==> src/rtl/vend_pkg.sv <==
// Shared types and constants for the vending controller: FSM states, coin codes and coin values.
package vend_pkg;

    typedef enum logic [1:0] {
        StIdle,
        StDispense,
        StChange
    } state_e;

    localparam logic [1:0] CoinNone = 2'b00;
    localparam logic [1:0] Coin5    = 2'b01;
    localparam logic [1:0] Coin10   = 2'b10;
    localparam logic [1:0] Coin25   = 2'b11;

    localparam logic [4:0] Val5  = 5'd5;
    localparam logic [4:0] Val10 = 5'd10;
    localparam logic [4:0] Val25 = 5'd25;

    function automatic logic [4:0] coin_value(input logic [1:0] code);
        logic [4:0] val;
        unique case (code)
            Coin5:   val = Val5;
            Coin10:  val = Val10;
            Coin25:  val = Val25;
            default: val = 5'd0;
        endcase
        return val;
    endfunction

endpackage

==> src/rtl/vend_ctrl_if.sv <==
// Dispense and change handshakes of the vending controller; master is the controller side.
interface vend_ctrl_if #(
    parameter int unsigned NPROD = 4
);
    localparam int unsigned SW = (NPROD > 1) ? $clog2(NPROD) : 1;

    logic          disp_valid;
    logic [SW-1:0] disp_id;
    logic          disp_ready;
    logic          chg_valid;
    logic [1:0]    chg_coin;
    logic          chg_ready;

    modport master (
        output disp_valid, disp_id, chg_valid, chg_coin,
        input  disp_ready, chg_ready
    );

    modport slave (
        input  disp_valid, disp_id, chg_valid, chg_coin,
        output disp_ready, chg_ready
    );

endinterface

==> src/rtl/vend_change.sv <==
// Picks the largest coin (25/10/5) not exceeding the given credit, plus its value.
module vend_change
    import vend_pkg::*;
#(
    parameter int unsigned CW = 8
) (
    input  logic [CW-1:0] credit_i,
    output logic [1:0]    coin_o,
    output logic [CW-1:0] value_o
);

    always_comb begin
        coin_o = CoinNone;
        if (credit_i >= CW'(Val25)) begin
            coin_o = Coin25;
        end else if (credit_i >= CW'(Val10)) begin
            coin_o = Coin10;
        end else if (credit_i >= CW'(Val5)) begin
            coin_o = Coin5;
        end
        value_o = CW'(coin_value(coin_o));
    end

endmodule

==> src/rtl/vend_ctrl.sv <==
// Vending machine controller: coin credit, product dispense and coin-by-coin change.
// Optional per-product sales counters are enabled with `define VEND_SALES_CNT_EN.
module vend_ctrl
    import vend_pkg::*;
#(
    parameter int unsigned          NPROD      = 4,
    parameter int unsigned          CW         = 8,
    parameter int unsigned          MAX_CREDIT = 100,
    parameter logic [NPROD*CW-1:0]  PRICES     = {8'd50, 8'd40, 8'd35, 8'd30},
    localparam int unsigned         SW         = (NPROD > 1) ? $clog2(NPROD) : 1
) (
    input  logic          clk,
    input  logic          rst,
    input  logic          coin_valid,
    input  logic [1:0]    coin,
    input  logic          sel_valid,
    input  logic [SW-1:0] sel,
    input  logic          cancel,
    output logic [CW-1:0] credit,
    vend_ctrl_if.master   hs,
    output logic          reject,
    output logic          insuf,
    output logic          busy
`ifdef VEND_SALES_CNT_EN
    ,
    output logic [NPROD*16-1:0] sales_cnt
`endif
);

    state_e        state_q, state_d;
    logic [CW-1:0] credit_q, credit_d;
    logic [SW-1:0] disp_id_q, disp_id_d;
    logic          disp_valid_q, disp_valid_d;
    logic          chg_valid_q, chg_valid_d;
    logic [1:0]    chg_coin_q, chg_coin_d;
    logic [CW-1:0] chg_val_q, chg_val_d;
    logic          reject_q, reject_d;
    logic          insuf_q, insuf_d;

    logic [CW-1:0] price;
    logic [CW:0]   sum;
    logic          coin_ok;
    logic          sel_ok;
    logic          taken;
    logic [1:0]    next_coin;
    logic [CW-1:0] next_val;

`ifdef VEND_SALES_CNT_EN
    logic [NPROD*16-1:0] sales_q, sales_d;
`endif

    // Change coin is chosen from the credit that will hold once this cycle commits.
    vend_change #(
        .CW (CW)
    ) u_change (
        .credit_i (credit_d),
        .coin_o   (next_coin),
        .value_o  (next_val)
    );

    always_comb begin
        price = '0;
        for (int i = 0; i < NPROD; i++) begin
            if (sel == SW'(i)) begin
                price = PRICES[i*CW +: CW];
            end
        end
        sum     = {1'b0, credit_q} + (CW+1)'(coin_value(coin));
        coin_ok = (coin != CoinNone) && (sum <= (CW+1)'(MAX_CREDIT));
        sel_ok  = (32'(sel) < NPROD) && (credit_q >= price);
    end

    always_comb begin
        state_d   = state_q;
        credit_d  = credit_q;
        disp_id_d = disp_id_q;
        reject_d  = 1'b0;
        insuf_d   = 1'b0;
        taken     = 1'b0;
`ifdef VEND_SALES_CNT_EN
        sales_d   = sales_q;
`endif
        unique case (state_q)
            StIdle: begin
                if (cancel && (credit_q != '0)) begin
                    state_d = StChange;
                    taken   = 1'b1;
                end else if (sel_valid) begin
                    if (sel_ok) begin
                        credit_d  = credit_q - price;
                        disp_id_d = sel;
                        state_d   = StDispense;
                        taken     = 1'b1;
                    end else begin
                        insuf_d = 1'b1;
                    end
                end
                // A coin only lands when nothing of higher priority was taken this cycle.
                if (coin_valid) begin
                    if (taken || !coin_ok) begin
                        reject_d = 1'b1;
                    end else begin
                        credit_d = sum[CW-1:0];
                    end
                end
            end
            StDispense: begin
                reject_d = coin_valid;
                if (hs.disp_ready) begin
                    state_d = (credit_q != '0) ? StChange : StIdle;
`ifdef VEND_SALES_CNT_EN
                    for (int i = 0; i < NPROD; i++) begin
                        if ((disp_id_q == SW'(i)) && (sales_q[i*16 +: 16] != 16'hFFFF)) begin
                            sales_d[i*16 +: 16] = sales_q[i*16 +: 16] + 16'd1;
                        end
                    end
`endif
                end
            end
            StChange: begin
                reject_d = coin_valid;
                if (hs.chg_ready) begin
                    credit_d = credit_q - chg_val_q;
                    if (credit_d == '0) begin
                        state_d = StIdle;
                    end
                end
            end
            default: state_d = StIdle;
        endcase
    end

    always_comb begin
        disp_valid_d = (state_d == StDispense);
        chg_valid_d  = (state_d == StChange);
        chg_coin_d   = chg_valid_d ? next_coin : CoinNone;
        chg_val_d    = chg_valid_d ? next_val : '0;
    end

    always_ff @(posedge clk) begin
        if (rst) begin
            state_q      <= StIdle;
            credit_q     <= '0;
            disp_id_q    <= '0;
            disp_valid_q <= 1'b0;
            chg_valid_q  <= 1'b0;
            chg_coin_q   <= CoinNone;
            chg_val_q    <= '0;
            reject_q     <= 1'b0;
            insuf_q      <= 1'b0;
        end else begin
            state_q      <= state_d;
            credit_q     <= credit_d;
            disp_id_q    <= disp_id_d;
            disp_valid_q <= disp_valid_d;
            chg_valid_q  <= chg_valid_d;
            chg_coin_q   <= chg_coin_d;
            chg_val_q    <= chg_val_d;
            reject_q     <= reject_d;
            insuf_q      <= insuf_d;
        end
    end

`ifdef VEND_SALES_CNT_EN
    always_ff @(posedge clk) begin
        if (rst) begin
            sales_q <= '0;
        end else begin
            sales_q <= sales_d;
        end
    end

    assign sales_cnt = sales_q;
`endif

    assign credit        = credit_q;
    assign hs.disp_valid = disp_valid_q;
    assign hs.disp_id    = disp_id_q;
    assign hs.chg_valid  = chg_valid_q;
    assign hs.chg_coin   = chg_coin_q;
    assign reject        = reject_q;
    assign insuf         = insuf_q;
    assign busy          = (state_q != StIdle);

endmodule

==> src/flat_wrapper.sv <==
// flat-port wrapper written by rule: the top's interface ports become plain ports
module vend_ctrl_flat import vend_pkg::*;
#(
    parameter int unsigned          NPROD      = 4,
    parameter int unsigned          CW         = 8,
    parameter int unsigned          MAX_CREDIT = 100,
    parameter logic [NPROD*CW-1:0]  PRICES     = {8'd50, 8'd40, 8'd35, 8'd30},
    localparam int unsigned         SW         = (NPROD > 1) ? $clog2(NPROD) : 1
)
  (clk, rst, coin_valid, coin, sel_valid, sel, cancel, credit, reject, insuf, busy, hs_disp_valid, hs_disp_id, hs_chg_valid, hs_chg_coin, hs_disp_ready, hs_chg_ready);
  vend_ctrl_if #(.NPROD(NPROD)) hs_i ();
  input  logic clk;
  input  logic rst;
  input  logic coin_valid;
  input  logic [1:0] coin;
  input  logic sel_valid;
  input  logic [SW-1:0] sel;
  input  logic cancel;
  output logic [CW-1:0] credit;
  output logic reject;
  output logic insuf;
  output logic busy;
  output wire logic [$bits(hs_i.disp_valid)-1:0] hs_disp_valid;
  output wire logic [$bits(hs_i.disp_id)-1:0] hs_disp_id;
  output wire logic [$bits(hs_i.chg_valid)-1:0] hs_chg_valid;
  output wire logic [$bits(hs_i.chg_coin)-1:0] hs_chg_coin;
  input wire logic [$bits(hs_i.disp_ready)-1:0] hs_disp_ready;
  input wire logic [$bits(hs_i.chg_ready)-1:0] hs_chg_ready;
  assign hs_disp_valid = hs_i.disp_valid;
  assign hs_disp_id = hs_i.disp_id;
  assign hs_chg_valid = hs_i.chg_valid;
  assign hs_chg_coin = hs_i.chg_coin;
  assign hs_i.disp_ready = hs_disp_ready;
  assign hs_i.chg_ready = hs_chg_ready;
  vend_ctrl #(.NPROD(NPROD), .CW(CW), .MAX_CREDIT(MAX_CREDIT), .PRICES(PRICES)) u_core (.clk(clk), .rst(rst), .coin_valid(coin_valid), .coin(coin), .sel_valid(sel_valid), .sel(sel), .cancel(cancel), .credit(credit), .hs(hs_i), .reject(reject), .insuf(insuf), .busy(busy));
endmodule
==> config.mk <==
export PLATFORM = sky130hd
export DESIGN_NAME = vend_ctrl_flat
export DESIGN_NICKNAME = d
export VERILOG_FILES = /design/src/rtl/vend_pkg.sv /design/src/rtl/vend_ctrl_if.sv /design/src/rtl/vend_change.sv /design/src/rtl/vend_ctrl.sv /design/src/flat_wrapper.sv
export SDC_FILE = /design/constraint.sdc
export NUM_CORES = 1
export LEC_CHECK = 0
export BUFFER_PORTS_ARGS = -buffer_cell sky130_fd_sc_hd__buf_4
export CORE_MARGIN = 8
export CORE_UTILIZATION = 59
export CTS_CLUSTER_DIAMETER = 60
export CTS_CLUSTER_SIZE = 28
export DETAILED_ROUTE_END_ITERATION = 12
export GPL_TIMING_DRIVEN = 0
export HOLD_SLACK_MARGIN = 0.15
export PLACE_DENSITY_LB_ADDON = 0.1
export SYNTH_ARGS = -nofsm -noshare
export SYNTH_HDL_FRONTEND = slang
export SYNTH_SLANG_ARGS = --single-unit
==> constraint.sdc <==
create_clock -name clk -period 4.5 [get_ports clk]
set_input_delay 0.45 -clock clk [delete_from_list [all_inputs] [get_ports clk]]
set_output_delay 0.45 -clock clk [all_outputs]
set_load 0.1 [all_outputs]
==> impl_results.md <==
* Post-CTS Resized at 0
* CTS tree: done
* Global-route wire length before repair at 10230 um
* Most frequent cells in the layout: nor2_1, buf_4, ha_1
* DP Wirelength at 4699 um
* Pin count of the biggest net entering global routing at 13
* Routed Antenna Nets at 0
* Most common flop cell mapped by yosys: dfxtp_1
* Clock buffer depth at 2
* CTS H-tree depth at 1
* Pre-Repair DR Iteration Count at 5
* Avg Cell Area, Syn at between 8 and 9 um2
* Vias per cell at about 6.3
* Buffers & Inverters on Critical Path at 1
* Chip Height at a little under 80 um
* CTS sink cnt at 21
* Max-slew violation count at 0
* Worst Setup Path Type: reg -> reg
* Total Routed Length at about 6000 um
* Total of max-cap violations at 0
* CTS buffer count at 3
* Crit-path slowest cell: a221oi_1
* Critical Path Start: u_core.credit[0]$_SDFF_PP0_
* DR WL/cell at approximately 17 um
* Status: finished, final reports clean
* Period minus WS final at 3879 ps
* Post-synth EDFFs at 0
* Setup-failing EPs final at 0
* DRC at 0
* Required time worst endpoint at between 4000 and 5000 ps
* DR vias at 2263
* Initial DRC count at approximately 190
* Post-Syn Nets at 316
* Register area share after synthesis at 0.1855
* Nets@finish at 348
* Cell Chain, Critical Path: ha_1 > fa_1 > a21o_1 > or4_1 > o211ai_2 > nand4_4 > o31a_1 > a221oi_1 > inv_2 > o32a_1 > and4bb_1
* Worst hold path type: in -> reg
* Critical path fanouts, max at 8
* Clock Latency Late Sink at 270 ps
* GR Overflow Total at 0
* Clock-pin slew on the worst setup and hold paths at 80 ps
* Post-CTS Hold Buffers at 0
* Post-synthesis cell type count at 70
* Num ports at 28
* Hold Violations, Final at 0
* GRT Overall Usage at 0.2022
* Yosys reg bits at 21
* Setup Buffers After CTS at 0
* Layout cells sized above 1 at 0.1839
* Vias in the first global route at 2173
* CP startpoint kind: register
* Max incr delay on CP at around 600 ps
* Initial antenna violation count at 0
* Final RePlAce weighted congestion at approximately 0.94
* R2r startpoint: u_core.credit[0]$_SDFF_PP0_
* Top delay family on crit path: compound AO/OA/AOI/OAI gates
* Worst-Margin Slew at 679.8 ps
* Setup TNS at 0 ps
* Worst relative slew slack at 0.5468
* IO buf count at 27
* Die X at about 78 um
* Unrepaired setup endpoints after global routing: false
* Worst Hold Launch: rst
* CTS Root Buffer Type: clkbuf_8
* Asr flop ratio synth at 0
* Core area at around 3700 um2
* CP arrival at ~4100 ps
* Final Cycle Share at 0.8619
* Worst Setup End Kind: register
* Mapped Cells at about 280
* Area Overhead vs Synth at 13.64%
* Mapped Area at 2266 um2
* Clock skew at 0.9828 ps
* Initial Util at 0.6143
* Fmax at approximately 260 MHz
* Yosys warns at 0
* Die area at around 6100 um2
* ANT cells at 0
* Rows at 22
[Yosys cell counts, types with 2 or more instances]
master / n / area, um2
xnor2_1: 3 / 26.28
a311oi_1: 2 / 17.52
o31a_1: 4 / 35.03
a211o_1: 3 / 26.28
nand4_1: 2 / 12.51
inv_1: 20 / 75.07
buf_4: 2 / 15.01
o21ai_0: 21 / 105.1
o211ai_1: 2 / 15.01
nor3b_1: 2 / 15.01
a41oi_1: 3 / 26.28
a21oi_1: 17 / 85.08
or3_1: 2 / 12.51
o32a_2: 2 / 22.52
nor2b_1: 5 / 31.28
and2_1: 2 / 12.51
nor4b_1: 3 / 26.28
buf_2: 2 / 10.01
a211oi_2: 2 / 25.02
a21o_1: 5 / 37.54
mux2i_1: 7 / 70.07
nand3_1: 7 / 35.03
nor2_1: 29 / 108.9
or4_4: 2 / 22.52
fa_1: 3 / 60.06
a31oi_1: 3 / 18.77
xor2_1: 5 / 43.79
o21a_1: 2 / 15.01
clkbuf_1: 3 / 11.26
dfxtp_1: 21 / 420.4
nor3_1: 16 / 80.08
ha_1: 23 / 287.8
a21boi_0: 2 / 15.01
o31ai_1: 2 / 15.01
nand2b_1: 2 / 12.51
nand2_1: 14 / 52.55
[metal layers]
| layer | wire length, um | GRT usage | vias up | share of wire |
|---|---|---|---|---|
| met5 | 0 | 0 | - | 0 |
| met4 | 102 | 0.05185 | 0 | 0.017 |
| met3 | 454 | 0.04608 | 14 | 0.076 |
| met2 | 2794 | 0.3417 | 90 | 0.47 |
| met1 | 2637 | 0.2517 | 1053 | 0.44 |
| li1 | - | - | 1106 | - |
[final timing paths]
path,slack [ps],endpoint,cells past startpoint
hold / removal,400,u_core.reject$_SDFF_PP0_,2
setup / recovery,620,u_core.chg_val_q[1]$_SDFF_PP0_,11
setup reg to reg,620,u_core.chg_val_q[1]$_SDFF_PP0_,11
hold reg to reg,500,u_core.hs.disp_id[1]$_SDFFE_PP0P_,2
[registers in the layout (all words and copies together) (netlist names)]
signal,count
u_core.hs.disp_valid,1
u_core.hs.chg_valid,1
u_core.credit,8
u_core.state_q,2
u_core.hs.disp_id,2
u_core.reject,1
u_core.chg_val_q,5
u_core.insuf,1
[cell type report]
class	instances	area [um2]
well taps	48	60.06
multi-input cells	226	1698
clock inverters	1	5.005
flip-flops and latches	21	420.4
clock buffers	3	41.29
inverters	22	82.58
repair buffers	27	202.7
plain buffers	10	65.06
fillers	316	1114
[kinds of logic after synthesis]
family                   Yosys count  synth area share
adder cells (fa/ha/maj)           26            0.1535
AO/OA/AOI/OAI                     87            0.2871
XOR/XNOR                           8           0.03092
flip-flops                        21            0.1855
AND/OR/NAND/NOR                   98            0.2468
multiplexers                       7           0.03092
buffers and inverters             32           0.06515
[per-stage QoR]
step | worst slack (ps) | area (um2) | hold slack, ps | util | cells
after global routing | 420.1 | 2575 | 391.6 | 0.6981 | 358
final | 621.4 | 2575 | 400.8 | 0.6981 | 358
after detailed placement | 549.1 | 2529 | 492.4 | 0.6856 | 354
after global placement | 568.1 | 2529 | 480.4 | 0.6856 | 354
after floorplan | 475.5 | 2266 | 529.3 | - | 279
after CTS | 660.8 | 2575 | 392.1 | 0.6981 | 358
[worst reg2reg max path: cells and delay by family (launching register included)]
family                   cells  cell delay [ps]
buffers and inverters        1              100
flip-flops                   1              400
AND/OR/NAND/NOR              3              880
AO/OA/AOI/OAI                5             1710
adder cells (fa/ha/maj)      2              690
Power is not shown: default switching activity piles up to over one toggle a cycle in this logic, so the estimate is an artifact.
